**src/rtl/fmul_pipe.sv**
```systemverilog
// fmul_pipe: pipelined IEEE-754 single multiplier (operand capture, multiply, normalize/round, pack) with valid/stall and tag; ports clk, rst, valid_in, x1, x2, tag_in, stall -> valid_out, y, tag_out
module fmul_pipe #(
  parameter int TAG_W = 5
) (
  input  logic             clk,
  input  logic             rst,
  input  logic             valid_in,
  input  logic [31:0]      x1,
  input  logic [31:0]      x2,
  input  logic [TAG_W-1:0] tag_in,
  input  logic             stall,
  output logic             valid_out,
  output logic [31:0]      y,
  output logic [TAG_W-1:0] tag_out
);
  logic             v0, v1, v2;
  logic [31:0]      a0, b0;
  logic [TAG_W-1:0] t0, t1, t2;
  logic             sg1, sp1, sg2, sp2, z2;
  logic [47:0]      p1;
  logic [9:0]       es1, e2;
  logic [23:0]      s2;
  logic [23:0]      ma, mb;
  logic [7:0]       ea, eb;
  logic [47:0]      p_n;
  logic [9:0]       es_n;
  logic             sp_n;
  logic [5:0]       l;
  logic [24:0]      sr, sum;
  logic [23:0]      s_n;
  logic [9:0]       e_n;
  logic [9:0]       sh;
  logic [22:0]      den;
  logic             ovf, udf;
  logic [31:0]      y_n;
  always_comb begin
    ma = {|a0[30:23], a0[22:0]};
    mb = {|b0[30:23], b0[22:0]};
    ea = a0[30:23] == 8'd0 ? 8'd1 : a0[30:23];
    eb = b0[30:23] == 8'd0 ? 8'd1 : b0[30:23];
    p_n = 48'(ma) * 48'(mb);
    es_n = 10'(ea) + 10'(eb) - 10'd127;
    sp_n = &a0[30:23] | &b0[30:23];
  end
  always_comb begin
    l = 6'd0;
    for (int i = 0; i < 48; i++) if (p1[i]) l = 6'(i);
    // sr holds the 24 significand bits (leading one at bit 24) followed by the round bit
    sr = 25'((p1 << (6'd47 - l)) >> 23);
    sum = 25'(sr[24:1]) + 25'(sr[0]);
    s_n = sum[24] ? 24'h800000 : sum[23:0];
    e_n = es1 + 10'(l) - 10'd46 + 10'(sum[24]);
  end
  always_comb begin
    sh = 10'd1 - e2;
    den = sh > 10'd23 ? 23'd0 : 23'(s2 >> sh);
    ovf = !e2[9] && e2 >= 10'd255;
    udf = e2[9] || e2 == 10'd0;
    y_n = sp2 ? {sg2, 8'hff, 23'd0} :
          z2  ? {sg2, 31'd0} :
          ovf ? {sg2, 8'hff, 23'd0} :
          udf ? {sg2, 8'h00, den} :
                {sg2, e2[7:0], s2[22:0]};
  end
  always_ff @(posedge clk) begin
    if (rst) begin
      v0 <= 1'b0; a0 <= '0; b0 <= '0; t0 <= '0;
      v1 <= 1'b0; sg1 <= 1'b0; sp1 <= 1'b0; p1 <= '0; es1 <= '0; t1 <= '0;
      v2 <= 1'b0; sg2 <= 1'b0; sp2 <= 1'b0; z2 <= 1'b0; e2 <= '0; s2 <= '0; t2 <= '0;
      valid_out <= 1'b0; y <= '0; tag_out <= '0;
    end else if (!stall) begin
      v0 <= valid_in; a0 <= x1; b0 <= x2; t0 <= tag_in;
      v1 <= v0; sg1 <= a0[31] ^ b0[31]; sp1 <= sp_n; p1 <= p_n; es1 <= es_n; t1 <= t0;
      v2 <= v1; sg2 <= sg1; sp2 <= sp1; z2 <= p1 == 48'd0; e2 <= e_n; s2 <= s_n; t2 <= t1;
      valid_out <= v2; y <= y_n; tag_out <= t2;
    end
  end
endmodule

```
**config.mk**
```make
export PLATFORM = sky130hd
export DESIGN_NAME = fmul_pipe
export DESIGN_NICKNAME = d
export VERILOG_FILES = /design/src/rtl/fmul_pipe.sv
export SDC_FILE = /design/constraint.sdc
export NUM_CORES = 2
export LEC_CHECK = 0
export BUFFER_PORTS_ARGS = -buffer_cell sky130_fd_sc_hd__buf_4
export CELL_PAD_IN_SITES_DETAIL_PLACEMENT = 1
export CELL_PAD_IN_SITES_GLOBAL_PLACEMENT = 2
export CORE_MARGIN = 4
export CORE_UTILIZATION = 44
export CTS_CLUSTER_SIZE = 24
export DETAILED_ROUTE_END_ITERATION = 10
export PLACE_DENSITY = 0.86
export SYNTH_ARGS = -nofsm -noshare
export SYNTH_HDL_FRONTEND = slang
export SYNTH_SLANG_ARGS = --single-unit
```
**constraint.sdc**
```tcl
create_clock -name clk -period 15.2 [get_ports clk]
set_input_delay 0.76 -clock clk [delete_from_list [all_inputs] [get_ports clk]]
set_output_delay 0.76 -clock clk [all_outputs]
set_load 0.05 [all_outputs]
```
* Word level (Yosys, flattened, before mapping) *
Index checks and enable logic that the tools add are counted.

word-level totals
  bits in registers = 217

cells by class
  $add $sub $neg = 8
  $mul = 1
  magnitude comparators = 2
  shifts and indexed selects = 2
  mux-type cells = 55
  bitwise gates (word level) = 2
  reduce and logical (&&, ||, !) cells = 11

operators by type and width
  kind                                                                    number
  6-bit 2-to-1 mux                                                        46
  31-bit 2-to-1 mux                                                       4
  48-bit zero test                                                        1
  24-bit by 24-bit multiplier with 48-bit output                          1
  48-bit by 6-bit << shifter with 48-bit output                           1
  24-bit by 1-bit adder with 25-bit output                                1
  24-bit 2-to-1 mux                                                       1
  24-bit by 10-bit right shift with 23-bit output                         1
  23-bit 2-to-1 mux                                                       1
  8-bit zero test                                                         2
  8-bit 2-to-1 mux                                                        2
  8-bit AND reduction                                                     2
  8-bit OR reduction                                                      2
  10-bit by 1-bit adder with 10-bit output                                1
  10-bit by 6-bit adder with 10-bit output                                1
  10-bit by 8-bit >= comparator with 1-bit output, second input constant  1
  10-bit by 5-bit > comparator with 1-bit output, second input constant   1
  10-bit zero test                                                        1
  1-bit by 10-bit subtractor with 10-bit output, first input constant     1
  10-bit by 6-bit subtractor with 10-bit output, second input constant    1
  9-bit by 7-bit subtractor with 10-bit output, second input constant     1
  8-bit by 8-bit adder with 9-bit output                                  1
  6-bit subtractor, first input constant                                  1
  1-bit logical AND                                                       1
  other kinds (5)                                                         5

* Longest topological paths before layout *
  depth in word-level cells = 51
  gate-level depth with buffers = 37
  depth with buffers taken out = 32

* Least setup slack after synthesis *
OpenSTA, ideal clock, no wires.

  path kind = reg-to-reg
  start = register b0[3]
  end = register p1[46]
  arrival time = 7.480 ns
  required time = 15.083 ns
  setup slack = 7.604 ns
  cell stages (with the launch flop) = 28
  path buffers = 2
  clock period less this slack = 7.596 ns
  cells stage by stage = dfxtp_1 clkbuf_1 clkbuf_1 nand2_1 fa_1 inv_1 fa_1 fa_1 fa_1 fa_1 inv_1 fa_1 inv_1 fa_1 ha_1 a21o_1 a21oi_1 nand2_1 o31ai_1 o21ai_0 o21ai_1 o211ai_1 a211oi_1 o21ai_1 a41o_1 o41ai_1 xnor2_1 a22o_1

on the way
  longest elaborated chain between the ends = 1

ends and longest elaborated chain
  element                                         RTL line  source
  start: declaration                              17        logic [31:0] a0, b0;
  start signal: assignment                        67        v0 <= 1'b0; a0 <= '0; b0 <= '0; t0 <= '0;
  start signal: assignment                        72        v0 <= valid_in; a0 <= x1; b0 <= x2; t0 <= tag_in;
  24-bit by 24-bit multiplier with 48-bit output  41        p_n = 48'(ma) * 48'(mb);
  end signal: assignment                          73        v1 <= v0; sg1 <= a0[31] ^ b0[31]; sp1 <= sp_n; p1 <= p_n; es1 <= es_n; t1 <= t0;
  end: declaration                                20        logic [47:0] p1;

Every way passes these cells.
A chain may end at the register's enable or synchronous reset.

* Worst setup path after layout *
  start = register a0[12]
  end = register p1[46]

on the way
  longest elaborated chain between the ends = 1

ends and longest elaborated chain
  element                                         RTL line
  start: declaration                              17
  start signal: assignment                        67
  start signal: assignment                        72
  24-bit by 24-bit multiplier with 48-bit output  41

Every way passes these cells.

==> impl_metrics.json <==
{
  "fin_worst_skew_ns": 0.04832,
  "critPathCaptureType": "flip-flop",
  "synth_cells": 3891,
  "cts.sinks": 217,
  "grt.total_usage_pct": 26.95,
  "grt_setup_unrepaired": "no",
  "via_count": 27432,
  "viasPerCell": 5.703,
  "ctsLongestPathBuffers": 3,
  "min_path_type": "in2reg",
  "max_slew_margin_pct": 14.19,
  "grt.busiest_layer": "met2",
  "drc": 0,
  "ant_nets": 0,
  "cts_setup_buffers": 0,
  "grt_pass1_vias": 29506,
  "fin_area_sq_um": 35310,
  "cp_top_family": "adder cells",
  "wirelength_mm": 105.9,
  "gr-total-overflow": 0,
  "grt_util_met1_pct": 35.47,
  "grt.met2_usage_pct": 46.54,
  "rows": 99,
  "p_leak_nw": 15.92,
  "syn_nets": 4654,
  "ys_warn_count": 0,
  "synth_edf_count": 0,
  "drt_iter0_drc": 1643,
  "dp_hpwl_mm": 80.81,
  "peakVddDrop_mv": 0.1201,
  "timing.setup.tns_ns": 0,
  "crit_type": "reg2reg",
  "synth.distinct_cells": 102,
  "synthArstFlopShare_pct": 0,
  "cp-start-kind": "flip-flop",
  "p_per_area_nw_per_um2": 143.5,
  "fin_crit_ns": 8.816,
  "ios": 111,
  "clkTransAtPathRegs_ns": 0.07,
  "core_sq_um": 73450,
  "ys_seq_area_share_pct": 13.23,
  "slowest_stage": "dfxtp_1",
  "die-area_sq_um": 79080,
  "cts_hold_buffers": 0,
  "root_buffer": "clkbuf_16",
  "drt_pass1_iterations": 5,
  "antenna_found_initial": 2,
  "clock_latency_ns": 0.62,
  "cp.buffers_inverters": 3,
  "start_util_pct": 44.71,
  "syn-cell-area_sq_um": 32840,
  "drive_above_1_share_pct": 8.439,
  "drv_slew": 0,
  "min_period_over_period_pct": 58.00,
  "ys_ff_latch": 217,
  "antenna_cells": 0,
  "die_w_microns": 281.2,
  "numCtsBuffers": 29,
  "syn_area_per_cell_sq_um": 8.441,
  "status": "finished, final reports clean",
  "synth_ff_type": "dfxtp_1",
  "met3_usage_pct": 4.062,
  "die_y_microns": 281.2,
  "grt_pass1_wl_mm": 169.0,
  "finalHoldViolations": 0,
  "htreeDepth": 1,
  "cts_tree": "built",
  "port_buffers": 110,
  "setup_viol": 0,
  "nets": 4592,
  "crit_required_ns": 15.67,
  "area_delta_synth_final_pct": 7.505,
  "cpPeakStageDelay_ns": 1.07,
  "post_drt_wl_per_cell_microns": 22.01,
  "cpMostUsedCell": "fa_1",
  "grt_max_degree": 97,
  "post_cts_resized": 0,
  "worstMarginPinSlew_ns": 1.285,
  "cp.arrival_ns": 9.29,
  "maxCapViolCount": 0,
  "dpl_cell_area_sq_um": 34310,
  "hold_slack_ns": 0.3729,
  "max_clock_freq_ghz": 0.1134,
  "place.gp.congestion": 0.8825,
  "path_max_fanout": 25
}
[layout by cell type (no fill, tap or decap), drive strengths merged, types with 52 or more instances in the layout]
cell type / synthesis / final
nand3: 64 / 64
buf: 71 / 179
nor2: 289 / 289
a21oi: 174 / 174
and2: 215 / 215
fa: 485 / 485
xnor2: 52 / 52
dfxtp: 217 / 217
mux2i: 155 / 155
ha: 205 / 205
inv: 538 / 540
nand2: 559 / 559
o211ai: 52 / 52
o21ai: 107 / 107
[stage by stage]
| stage | util, % | std cells | setup slack [ns] | power, mW |
|---|---|---|---|---|
| after floorplan | - | 3891 | 7.604 | 3.299 |
| after global placement | 46.71 | 4757 | 6.608 | 4.237 |
| after detailed placement | 46.71 | 4757 | 6.431 | 4.277 |
| after CTS | 48.07 | 4810 | 6.354 | 5.056 |
| after global routing | 48.07 | 4810 | 5.804 | 5.427 |
| final | 48.07 | 4810 | 6.384 | 5.068 |
[state kept, by name, indices dropped and copies added (netlist names), 10 cells and up]
register,flops
a0,32
b0,32
e2,10
es1,10
p1,48
s2,24
y,32
[final timing paths]
kind                              end  cells past startpoint  slack, ns                 from
hold / removal     t0[4]$_SDFFE_PP0N_                      3       0.37            tag_in[4]
hold reg to reg   es1[4]$_SDFFE_PP0N_                      2       0.46  es1[4]$_SDFFE_PP0N_
setup reg to reg  p1[46]$_SDFFE_PP0N_                     25       6.38  a0[12]$_SDFFE_PP0N_
setup / recovery  p1[46]$_SDFFE_PP0N_                     25       6.38  a0[12]$_SDFFE_PP0N_
[worst register-to-register path, stage by stage (launching register included)]
cell and delay [ns]:
dfxtp_1 1.07, nand2_1 0.21, fa_1 0.56, inv_1 0.05, fa_1 0.48, fa_1 0.56
inv_1 0.06, fa_1 0.50, fa_1 0.46, fa_1 0.52, inv_1 0.05, fa_1 0.45
ha_1 0.38, a21o_1 0.21, a21oi_1 0.24, nand2_1 0.08, o31ai_1 0.44, o21ai_0 0.26
o21ai_1 0.39, o211ai_1 0.21, a211oi_1 0.47, o21ai_1 0.14, a41o_1 0.29, o41ai_1 0.32
xnor2_1 0.11, a22o_1 0.20
[cell usage after synthesis (9+ instances only)]
cell type	n	share of area, %
nand2_1	554	6.3
mux2i_1	151	4.6
xor2_1	23	0.61
nand4_1	11	0.21
nand2b_1	17	0.32
o21ai_0	96	1.5
a32oi_1	10	0.27
fa_1	485	30
clkbuf_1	201	2.3
and3_1	15	0.29
a211oi_1	34	0.78
buf_2	30	0.46
o211ai_1	49	1.1
inv_1	534	6.1
nor4_1	17	0.32
nor2_1	289	3.3
a22oi_1	32	0.73
o21bai_1	11	0.25
o22ai_1	14	0.27
a22o_1	34	0.91
buf_1	30	0.34
or4_1	9	0.21
mux4_2	12	0.82
dfxtp_1	217	13
a21oi_1	174	2.7
nor3_1	33	0.50
ha_1	205	7.8
nand3_1	63	0.96
o21ai_1	9	0.14
and2_1	215	4.1
a21o_1	32	0.73
xnor2_1	52	1.4
a31oi_1	17	0.32
[kinds of logic after synthesis]
group                    synth area share (%)
AO/OA/AOI/OAI                           13.70
XOR/XNOR                                2.000
adder cells (fa/ha/maj)                 37.37
buffers and inverters                   9.589
flip-flops                              13.23
multiplexers                            6.019
AND/OR/NAND/NOR                         18.09
[routing by layer]
layer  wire (microns)  share of wire, %  vias to the layer above
li1                 -                 -                    12506
met1            45830                43                    14080
met2            51380                49                      677
met3             5663               5.3                      167
met4             2963               2.8                        2
met5               18             0.017                        -
[area by class of cell]
class,count,area [sq um]
Sequential cell,217,4344
Tap cell,959,1200
Timing Repair Buffer,179,1355
Fill cell,8714,38150
Clock buffer,35,758.2
Clock inverter,18,241.5
Inverter,539,2023
Multi-Input combinational cell,2863,25390
[power breakdown]
group          switching, mW  internal [mW]  total, mW
Clock                  0.303          0.441      0.744
Combinational           2.30           1.22       3.52
Sequential             0.150          0.650      0.800
Total                   2.75           2.32       5.07
No activity file was read; power rests on OpenSTA's default activity.
